$ cat src/rtl/uart_pkg.sv
// Shared UART definitions: transmitter state encoding, parity selectors and line levels.
package uart_pkg;

  typedef enum logic [2:0] {
    IDLE   = 3'd0,
    START  = 3'd1,
    DATA   = 3'd2,
    PARITY = 3'd3,
    STOP   = 3'd4
  } tx_state_e;

  localparam logic PAR_EVEN  = 1'b0;
  localparam logic PAR_ODD   = 1'b1;

  localparam logic IDLE_BIT  = 1'b1;
  localparam logic START_BIT = 1'b0;
  localparam logic STOP_BIT  = 1'b1;

endpackage

$ cat src/rtl/uart_tx_fsm_if.sv
// Frame handshake between the response/command logic (master) and the UART transmitter (slave).
interface uart_tx_fsm_if #(
  parameter int DATA_WIDTH = 8
);
  logic [DATA_WIDTH-1:0] i_p_data;
  logic                  i_data_valid;
  logic                  i_par_en;
  logic                  i_par_typ;
  logic                  o_tx_out;
  logic                  o_busy;

  modport master (
    output i_p_data, i_data_valid, i_par_en, i_par_typ,
    input  o_tx_out, o_busy
  );

  modport slave (
    input  i_p_data, i_data_valid, i_par_en, i_par_typ,
    output o_tx_out, o_busy
  );
endinterface

$ cat src/rtl/uart_tx_serializer.sv
// Payload shadow register plus bit counter; sel_bit is the bit that will be on the line
// after the coming edge, so the top can register it straight onto o_tx_out.
module uart_tx_serializer #(
  parameter int DATA_WIDTH = 8
) (
  input  logic                  clk,
  input  logic                  rst,
  input  logic                  load,
  input  logic                  clr,
  input  logic                  step,
  input  logic [DATA_WIDTH-1:0] data,
  output logic                  sel_bit,
  output logic                  done,
  output logic                  data_xor
);
  localparam int CW = (DATA_WIDTH > 1) ? $clog2(DATA_WIDTH) : 1;

  logic [DATA_WIDTH-1:0] shadow;
  logic [CW-1:0]         cnt, cnt_nxt;

  always_comb begin
    cnt_nxt = cnt;
    if (load || clr) cnt_nxt = '0;
    else if (step)   cnt_nxt = cnt + CW'(1);
  end

  always_ff @(posedge clk or posedge rst) begin
    if (rst) begin
      shadow <= '0;
      cnt    <= '0;
    end else begin
      if (load) shadow <= data;
      cnt <= cnt_nxt;
    end
  end

  assign sel_bit  = shadow[cnt_nxt];
  assign done     = (cnt == CW'(DATA_WIDTH - 1));
  assign data_xor = ^shadow;

endmodule

$ cat src/rtl/uart_tx_fsm.sv
// UART transmitter: start bit, LSB-first payload, optional parity, stop bit; one i_clk per bit.
// Line and busy values are computed for the next state and registered, so outputs never glitch.
module uart_tx_fsm
  import uart_pkg::*;
#(
  parameter int DATA_WIDTH = 8
) (
  input  logic          i_clk,
  input  logic          i_rst,
  uart_tx_fsm_if.slave  bus
);
  tx_state_e state, state_nxt;
  logic      par_en_q, par_typ_q, par_bit;
  logic      load, clr, step, done, sel_bit, data_xor;
  logic      tx_d, busy_d, tx_q, busy_q;

  uart_tx_serializer #(.DATA_WIDTH(DATA_WIDTH)) u_ser (
    .clk      (i_clk),
    .rst      (i_rst),
    .load     (load),
    .clr      (clr),
    .step     (step),
    .data     (bus.i_p_data),
    .sel_bit  (sel_bit),
    .done     (done),
    .data_xor (data_xor)
  );

  assign par_bit = (par_typ_q == PAR_ODD) ? ~data_xor : data_xor;

  always_comb begin
    state_nxt = state;
    load      = 1'b0;
    clr       = 1'b0;
    step      = 1'b0;
    tx_d      = IDLE_BIT;
    busy_d    = 1'b1;
    case (state)
      IDLE: begin
        busy_d = 1'b0;
        if (bus.i_data_valid) begin
          load      = 1'b1;
          state_nxt = START;
          tx_d      = START_BIT;
          busy_d    = 1'b1;
        end
      end
      START: begin
        clr       = 1'b1;
        state_nxt = DATA;
        tx_d      = sel_bit;
      end
      DATA: begin
        if (done) begin
          clr = 1'b1;
          if (par_en_q) begin
            state_nxt = PARITY;
            tx_d      = par_bit;
          end else begin
            state_nxt = STOP;
            tx_d      = STOP_BIT;
          end
        end else begin
          step = 1'b1;
          tx_d = sel_bit;
        end
      end
      PARITY: begin
        state_nxt = STOP;
        tx_d      = STOP_BIT;
      end
      STOP: begin
        state_nxt = IDLE;
        tx_d      = IDLE_BIT;
        busy_d    = 1'b0;
      end
      default: begin
        state_nxt = IDLE;
        tx_d      = IDLE_BIT;
        busy_d    = 1'b0;
      end
    endcase
  end

  always_ff @(posedge i_clk or posedge i_rst) begin
    if (i_rst) begin
      state     <= IDLE;
      par_en_q  <= 1'b0;
      par_typ_q <= 1'b0;
      tx_q      <= IDLE_BIT;
      busy_q    <= 1'b0;
    end else begin
      state  <= state_nxt;
      tx_q   <= tx_d;
      busy_q <= busy_d;
      if (load) begin
        par_en_q  <= bus.i_par_en;
        par_typ_q <= bus.i_par_typ;
      end
    end
  end

  assign bus.o_tx_out = tx_q;
  assign bus.o_busy   = busy_q;

endmodule

$ cat src/flat_wrapper.sv
// flat-port wrapper written by rule: the top's interface ports become plain ports
module uart_tx_fsm_flat import uart_pkg::*;
#(
  parameter int DATA_WIDTH = 8
)
  (i_clk, i_rst, bus_i_p_data, bus_i_data_valid, bus_i_par_en, bus_i_par_typ, bus_o_tx_out, bus_o_busy);
  uart_tx_fsm_if #(.DATA_WIDTH(DATA_WIDTH)) bus_i ();
  input  logic i_clk;
  input  logic i_rst;
  input wire logic [$bits(bus_i.i_p_data)-1:0] bus_i_p_data;
  input wire logic [$bits(bus_i.i_data_valid)-1:0] bus_i_data_valid;
  input wire logic [$bits(bus_i.i_par_en)-1:0] bus_i_par_en;
  input wire logic [$bits(bus_i.i_par_typ)-1:0] bus_i_par_typ;
  output wire logic [$bits(bus_i.o_tx_out)-1:0] bus_o_tx_out;
  output wire logic [$bits(bus_i.o_busy)-1:0] bus_o_busy;
  assign bus_i.i_p_data = bus_i_p_data;
  assign bus_i.i_data_valid = bus_i_data_valid;
  assign bus_i.i_par_en = bus_i_par_en;
  assign bus_i.i_par_typ = bus_i_par_typ;
  assign bus_o_tx_out = bus_i.o_tx_out;
  assign bus_o_busy = bus_i.o_busy;
  uart_tx_fsm #(.DATA_WIDTH(DATA_WIDTH)) u_core (.i_clk(i_clk), .i_rst(i_rst), .bus(bus_i));
endmodule
$ cat config.mk
export PLATFORM = sky130hd
export DESIGN_NAME = uart_tx_fsm_flat
export DESIGN_NICKNAME = d
export VERILOG_FILES = /design/src/rtl/uart_pkg.sv /design/src/rtl/uart_tx_fsm_if.sv /design/src/rtl/uart_tx_serializer.sv /design/src/rtl/uart_tx_fsm.sv /design/src/flat_wrapper.sv
export SDC_FILE = /design/constraint.sdc
export NUM_CORES = 1
export LEC_CHECK = 0
export ABC_AREA = 1
export CAP_MARGIN = 15
export CORE_MARGIN = 2
export CORE_UTILIZATION = 40
export CTS_CLUSTER_SIZE = 25
export DETAILED_ROUTE_END_ITERATION = 12
export PLACE_DENSITY = 0.65
export SKIP_LAST_GASP = 1
export SYNTH_ARGS = -nofsm -noshare
export SYNTH_HDL_FRONTEND = slang
export SYNTH_SLANG_ARGS = --single-unit
$ cat constraint.sdc
create_clock -name i_clk -period 4.98 [get_ports i_clk]
set_input_delay 1.245 -clock i_clk [delete_from_list [all_inputs] [get_ports i_clk]]
set_output_delay 1.245 -clock i_clk [all_outputs]
set_load 0.02 [all_outputs]
==> results.tsv, run 1 <==
metric	value	unit
status	finished, final reports clean	
gp_congestion	0.909	
drt.antenna.violating_nets	0	
cts_buffers	3	
cp_max_fo	1	
critical_path.max_stage_delay	590	ps
r2r_start	u_core.u_ser.cnt[0]$_DFF_PP0_	
synth.distinct_cells	29	
grt_pass1_wl	3390	um
hold_buffers	0	
rsz0062_at_grt	no	
worst-path-buf-inv	1	
dr.pass1.iters	4	
dr.first_iter.drc_count	17	
cap_violations	0	
cp_cell_sequence	clkdlybuf4s50_1	
yosysTopAreaCell	dfrtp_1	
num_antenna_cells	0	
clock_path_buffers	2	
area_growth	18.1	%
path_class	reg -> out	
cpMaxStageDelayCell	clkdlybuf4s50_1	
yosys_warnings	0	
p_per_area	669	nW/um^2
synth.avg_cell_area	9.12	sq um
rows	18	
synth.area.top_cells	dfrtp_1, nand2_1, inv_1	
cts_resized	0	
die_area	3100	sq um
synthFlopType	dfrtp_1	
path_depth	1	
synthArstFlopShare	1.00	
mostFrequentLayoutCell	nand2_1	
fp.dieH	55.7	um
power_leakage	0.591	nW
synth-seq-area-share	0.423	
fin_crit_sh	0.532	
required	3730	ps
ir_worst_vdd	0.379	mV
worstSetupEndpoint	bus_o_tx_out	
synth_seq_cells	18	
viasPerCell	4.82	
detail_route.wl_per_cell	11.5	um
worst_pin_slew	677	ps
crit_family	buffers and inverters	
synth_top_area_frac	0.399	
wirelength	1880	um
route.detailed.drc	0	
r2r-end	u_core.bus.o_tx_out$_DFF_PP1_	
end_kind	primary output	
dieWidth	55.7	um
cp.arrival	1410	ps
vias	791	
startpoint	u_core.bus.o_tx_out$_DFF_PP1_	
start_util	0.427	
clk_latency	290	ps
overflow	0	
min_period	2650	ps
slew_headroom	0.548	
final_cell_mix	nand2_1, dfrtp_1, clkdlybuf4s50_1	
grt_pass1_vias	776	
synth_edf_count	0	
htreeDepth	1	
setup_total_negative_slack	0	ps
drv_slew	0	
syn_inst	117	
post_cts_buffers	0	
dpl.hpwl	1510	um
pin_count	15	
hold_violations	0	
worst_slack	2330	ps
fin_skew	6.73	ps
fmax	377	MHz
start_kind	flop	
synth_nets	132	
grt_max_degree	19	
cts_sinks	18	
r2r_setup_slack	3170	ps
cts_tree	built	
clkTransAtPathRegs	100	ps
reg2regPathDepth	12	
io_buffers	14	
grt_use_total	0.136	
worstHoldPathType	reg -> reg	
antenna_found_initial	0	
pre_cts_ws	2270	ps
cts_root_buf	clkbuf_4	
drive_gt1_frac	0.172	
placeableCoreArea	2500	sq um
final_nets	150	
setup_viol	0	
syn_area	1070	sq um
-- cell usage after synthesis (2+ instances only) --
library cell   n
dfrtp_1       17
xnor2_1        4
a21oi_1        6
ha_1           2
nand3_2        2
inv_1         13
nor2_1        12
nand4_1        2
nor2_4         2
mux2_2         3
nor2_2         2
nand2_1       20
nand3_4        2
nand3_1        8
mux2_1         4
inv_2          4
xor2_1         2
-- how the worst min path moves through the flow --
stage                                            start                           end  slack, ps  cells after the start
after detailed placement  u_core.par_typ_q$_DFFE_PP0P_  u_core.par_typ_q$_DFFE_PP0P_        540                      2
after global placement    u_core.par_typ_q$_DFFE_PP0P_  u_core.par_typ_q$_DFFE_PP0P_        530                      2
after floorplan            u_core.par_en_q$_DFFE_PP0P_   u_core.state[2]$_DFFE_PP0P_        480                      1
after CTS                 u_core.par_typ_q$_DFFE_PP0P_  u_core.par_typ_q$_DFFE_PP0P_        560                      2
after global routing       u_core.state[2]$_DFFE_PP0P_   u_core.bus.o_busy$_DFF_PP0_        580                      1
final                      u_core.state[2]$_DFFE_PP0P_   u_core.bus.o_busy$_DFF_PP0_        550                      1
-- per-layer routing --
metal  GRT usage  up-vias  share of wire
met4      0.0314        0         0.0032
li1            -      415              -
met2       0.228       14           0.50
met3      0.0279        2          0.037
met5           0        -              0
met1       0.179      360           0.46
-- through the flow --
stage | hold WS (ps) | cell area (sq um) | utilization | total power (W) | std cells
final | 546 | 1260 | 0.504 | 0.000843 | 164
after global routing | 579 | 1260 | 0.504 | 0.000932 | 164
after CTS | 556 | 1260 | 0.504 | 0.000854 | 164
after detailed placement | 538 | 1230 | 0.493 | 0.000777 | 160
after global placement | 530 | 1230 | 0.493 | 0.000762 | 160
after floorplan | 480 | 1070 | - | 0.000676 | 117
-- final cells by class --
class / count / area (sq um)
clock buffer: 4 / 26.3
tap: 30 / 37.5
sequential: 18 / 452
inverter: 17 / 63.8
fill: 267 / 1240
multi-input combinational: 81 / 541
timing repair buffer: 14 / 140
-- state kept, by name, summed over array words and instances (netlist names) --
name and flops:
u_core.bus.o_busy 1, u_core.bus.o_tx_out 1, u_core.par_en_q 1, u_core.par_typ_q 1, u_core.state 3, u_core.u_ser.cnt 3
u_core.u_ser.shadow 8
-- cell families after synthesis --
family,Yosys count,synth area share
simple gates,56,0.306
buf+inv,18,0.0703
flops,18,0.423
compound gates,10,0.0539
mux,7,0.0739
xor+xnor,6,0.0492
fa+ha+maj,2,0.0234
-- report_power, final --
| part | leakage [nW] | internal (W) | total (W) | switching (W) |
|---|---|---|---|---|
| Clock | 0.0150 | 0.0000311 | 0.0000755 | 0.0000444 |
| Sequential | 0.214 | 0.000219 | 0.000282 | 0.0000627 |
| Combinational | 0.362 | 0.000209 | 0.000486 | 0.000276 |
| Total | 0.591 | 0.000459 | 0.000843 | 0.000383 |
Power figures use the tool's default switching activity.
==> run 2, diff against run 1 <==
==> constraint.sdc (replaced) <==
create_clock -name i_clk -period 2.7 [get_ports i_clk]
set_input_delay 0.675 -clock i_clk [delete_from_list [all_inputs] [get_ports i_clk]]
set_output_delay 0.675 -clock i_clk [all_outputs]
set_load 0.02 [all_outputs]
==> run 2 against run 1 <==
Against the previous run:
- register-to-register slack worse by 2300 ps
- largest cell class unchanged
- global-route usage is essentially flat
- routed wire length is 0.69% higher
==> results.tsv, run 2 (synthesis results as in run 1) <==
metric	value	unit
status	finished, final reports clean	
largest_register_ffs	8	
grt_pass1_vias	764	
gp_congestion	0.909	
p_int	0.000872	W
fin_util	0.508	
htreeDepth	1	
r2r_start	u_core.u_ser.cnt[0]$_DFF_PP0_	
final_nets	150	
worst_pin_slew	676	ps
seq_power_share	0.328	
swShare	0.450	
clkPwrFrac	0.106	
critical_path.max_stage_delay	590	ps
hold_violations	0	
rows	18	
overflow	0	
cts_buffers	3	
clock_path_buffers	2	
r2r_setup_slack	890	ps
mostFrequentLayoutCell	nand2_1	
cts_root_buf	clkbuf_4	
grt_use_total	0.135	
cp_max_fo	1	
power_switching	0.000714	W
placeableCoreArea	2500	sq um
cp_cell_sequence	clkdlybuf4s50_1	
setup_total_negative_slack	0	ps
path_depth	1	
dieWidth	55.7	um
dr.first_iter.drc_count	10	
slew_headroom	0.549	
viasPerCell	4.80	
route.detailed.drc	0	
crit_family	buffers and inverters	
detail_route.wl_per_cell	11.6	um
cts_tree	built	
worstSetupEndpoint	bus_o_tx_out	
regMostFlops	u_core.u_ser.shadow	
final_cell_mix	nand2_1, dfrtp_1, clkdlybuf4s50_1	
required	2030	ps
post_cts_buffers	0	
dr.pass1.iters	4	
startpoint	u_core.bus.o_tx_out$_DFF_PP1_	
area_growth	19.0	%
fin_skew	9.15	ps
cts_sinks	18	
cts_resized	0	
hold_buffers	0	
ir_worst_vdd	0.801	mV
cpMaxStageDelayCell	clkdlybuf4s50_1	
fp.dieH	55.7	um
end_kind	primary output	
worst-path-buf-inv	1	
drv_slew	0	
power_leakage	0.597	nW
num_antenna_cells	0	
pin_count	15	
setup_viol	0	
fmax	479	MHz
fin_crit_sh	0.773	
grt_max_degree	19	
pwr-share-comb	0.566	
cp.arrival	1410	ps
cap_violations	0	
top_regs	u_core.u_ser.shadow x8, u_core.state x3, u_core.u_ser.cnt x3	
antenna_found_initial	0	
wirelength	1900	um
rsz0062_at_grt	no	
drive_gt1_frac	0.179	
start_kind	flop	
clkTransAtPathRegs	100	ps
grt_pass1_wl	3340	um
whs	547	ps
drt.antenna.violating_nets	0	
r2r-end	u_core.bus.o_tx_out$_DFF_PP1_	
start_util	0.427	
path_class	reg -> out	
die_area	3100	sq um
worst_slack	612	ps
p_per_area	1250	nW/um^2
vias	787	
clk_latency	300	ps
reg2regPathDepth	12	
dpl.hpwl	1520	um
pre_cts_ws	568	ps
io_buffers	14	
min_period	2090	ps
worstHoldPathType	reg -> reg	
nFillCells	269	
## run 2: cell counts in the layout (fill, tap and decap cells not counted)
No cell type changed its count.
## run 2: worst min-delay path by stage
stage,start,end,depth (start not counted)
2_1_floorplan,u_core.par_en_q$_DFFE_PP0P_,u_core.state[2]$_DFFE_PP0P_,1
3_3_place_gp,u_core.par_typ_q$_DFFE_PP0P_,u_core.par_typ_q$_DFFE_PP0P_,2
3_5_place_dp,u_core.par_typ_q$_DFFE_PP0P_,u_core.par_typ_q$_DFFE_PP0P_,2
4_1_cts,u_core.par_typ_q$_DFFE_PP0P_,u_core.par_typ_q$_DFFE_PP0P_,2
5_1_grt,u_core.state[2]$_DFFE_PP0P_,u_core.bus.o_busy$_DFF_PP0_,1
6_report,u_core.state[2]$_DFFE_PP0P_,u_core.bus.o_busy$_DFF_PP0_,1
## run 2: metrics by stage
stage                     std cells  power, W  cell area (sq um)
after floorplan                 117   0.00125               1070
after global placement          160   0.00140               1230
after detailed placement        160   0.00143               1230
after CTS                       164   0.00160               1270
after global routing            164   0.00175               1270
final                           164   0.00159               1270
## run 2: metal layers
layer,GRT usage,routed length (um),up-vias
li1,-,-,413
met1,0.175,884,360
met2,0.226,927,12
met3,0.0349,70,2
met4,0.0314,14,0
met5,0,0,-
## run 2: cell type report
| cell class | count | area [sq um] | share of cell area |
|---|---|---|---|
| repair buffers | 14 | 140 | 0.110 |
| well taps | 30 | 37.5 | 0.0296 |
| inverters | 17 | 63.8 | 0.0502 |
| multi-input cells | 81 | 541 | 0.426 |
| flip-flops and latches | 18 | 452 | 0.356 |
| clock buffers | 4 | 36.3 | 0.0286 |
## run 2: power groups by stage
| stage | logic (W) | registers (W) | clock network, W |
|---|---|---|---|
| floorplan | 0.000727 | 0.000519 | 0 |
| global placement | 0.000881 | 0.000523 | 0 |
| detailed placement | 0.000904 | 0.000530 | 0 |
| CTS | 0.000908 | 0.000523 | 0.000173 |
| global route | 0.00102 | 0.000540 | 0.000184 |
| finish | 0.000898 | 0.000520 | 0.000168 |
==> run 3, diff against run 2 <==
==> constraint.sdc (replaced) <==
create_clock -name i_clk -period 2.2 [get_ports i_clk]
set_input_delay 0.55 -clock i_clk [delete_from_list [all_inputs] [get_ports i_clk]]
set_output_delay 0.55 -clock i_clk [all_outputs]
set_load 0.02 [all_outputs]
==> run 3 against run 2 <==
Against the previous run:
- global-route usage increased by 0.59 points
- count of clock-buffer cells in the layout is the same
- die area unchanged
- clock power up 4%
- sequential share of layout area up 0.070 points
- setup slack got worse by 360 ps
- cell area fell by 0.20%
- critical path depth unchanged
- non-clock buffer count rose by 1
- flip-flop and latch count is the same
- highest routed layer unchanged
==> results.tsv, run 3 (synthesis results as in run 1) <==
metric	value	unit
dr.pass1.iters	4	
final_cell_mix	nand2_1, dfrtp_1, clkdlybuf4s50_1	
setup_total_negative_slack	0	ps
area_growth	18.8	%
vias	807	
crit_family	buffers and inverters	
regArea	452	sq um
multi_input_area	541	sq um
swShare	0.457	
fin_skew	18.2	ps
largest_register_ffs	8	
nFillCells	251	
top_regs	u_core.u_ser.shadow x8, u_core.state x3, u_core.u_ser.cnt x3	
drv_slew	0	
hold_buffers	0	
antenna_found_initial	0	
clock_path_buffers	2	
wirelength	1940	um
dr.first_iter.drc_count	7	
final_area	1270	sq um
p_per_area	1510	nW/um^2
dpl.hpwl	1490	um
drt.antenna.violating_nets	0	
clkTransAtPathRegs	90	ps
cp.arrival	1400	ps
route.detailed.drc	0	
grt_use_total	0.141	
worst-path-buf-inv	1	
cap_violations	0	
regMostFlops	u_core.u_ser.shadow	
start_kind	flop	
htreeDepth	1	
cts_buffers	3	
clk_latency	300	ps
fp.dieH	55.7	um
cpMaxStageDelayCell	clkdlybuf4s50_1	
fmax	513	MHz
critical_path.max_stage_delay	590	ps
die_area	3100	sq um
grt_pass1_wl	3540	um
cts_tree	built	
io_buffers	14	
dieWidth	55.7	um
end_kind	primary output	
post_cts_buffers	0	
drive_gt1_frac	0.178	
worstHoldPathType	reg -> reg	
p_int	0.00104	W
status	finished, final reports clean	
slew_headroom	0.670	
cp_cell_sequence	clkdlybuf4s50_1	
gp_congestion	0.901	
worst_pin_slew	493	ps
start_util	0.427	
placeableCoreArea	2500	sq um
ir_worst_vdd	0.832	mV
hold_violations	0	
rsz0062_at_grt	no	
cts_sinks	18	
pwr-share-comb	0.576	
required	1650	ps
seq_power_share	0.333	
cp_max_fo	1	
final_nets	151	
total_power	0.00192	W
cts_root_buf	clkbuf_4	
fin_util	0.507	
mostFrequentLayoutCell	nand2_1	
cts_resized	0	
power_switching	0.000876	W
overflow	0	
rows	18	
detail_route.wl_per_cell	11.7	um
fin_crit_sh	0.886	
pin_count	15	
path_class	reg -> out	
min_period	1950	ps
clkPwrFrac	0.091	
num_antenna_cells	0	
setup_viol	0	
grt_pass1_vias	818	
power_leakage	0.596	nW
dpl_cell_area	1240	sq um
grt_max_degree	19	
whs	544	ps
viasPerCell	4.89	
run 3: cell type report:
| type | instances | share of cell area |
|---|---|---|
| timing repair buffer | 15 | 0.116 |
| tap | 30 | 0.0296 |
| inverter | 17 | 0.0503 |
| sequential | 18 | 0.356 |
| multi-input combinational | 81 | 0.426 |
| clock buffer | 4 | 0.0207 |
run 3: routing by layer:
| metal | share of wire | track usage |
|---|---|---|
| met3 | 0.039 | 0.0302 |
| met5 | 0 | 0 |
| met4 | 0.0041 | 0.0314 |
| met1 | 0.44 | 0.190 |
| met2 | 0.52 | 0.233 |
run 3: final timing paths:
kind	start	end	slack [ps]	cells after the start
max in group asynchronous	i_rst	u_core.bus.o_tx_out$_DFF_PP1_	1370	3
min in group asynchronous	i_rst	u_core.state[1]$_DFFE_PP0P_	550	3
setup / recovery	u_core.bus.o_tx_out$_DFF_PP1_	bus_o_tx_out	250	1
hold / removal	u_core.state[2]$_DFFE_PP0P_	u_core.bus.o_busy$_DFF_PP0_	540	1
hold reg to reg	u_core.state[2]$_DFFE_PP0P_	u_core.bus.o_busy$_DFF_PP0_	540	1
setup reg to reg	u_core.u_ser.cnt[0]$_DFF_PP0_	u_core.bus.o_tx_out$_DFF_PP1_	380	12
run 3: metrics by stage:
stage          setup slack, ps  std cells
6_report                   251        165
5_1_grt                    174        165
4_1_cts                    233        165
3_5_place_dp               201        161
3_3_place_gp               239        161
2_1_floorplan              565        117
run 3: power by group through the flow:
| stage | clock network [W] | registers, W | logic (W) |
|---|---|---|---|
| after CTS | 0.000182 | 0.000640 | 0.00112 |
| after detailed placement | 0 | 0.000648 | 0.00110 |
| final | 0.000174 | 0.000639 | 0.00110 |
| after floorplan | 0 | 0.000637 | 0.000893 |
| after global placement | 0 | 0.000642 | 0.00108 |
| after global routing | 0.000195 | 0.000660 | 0.00127 |
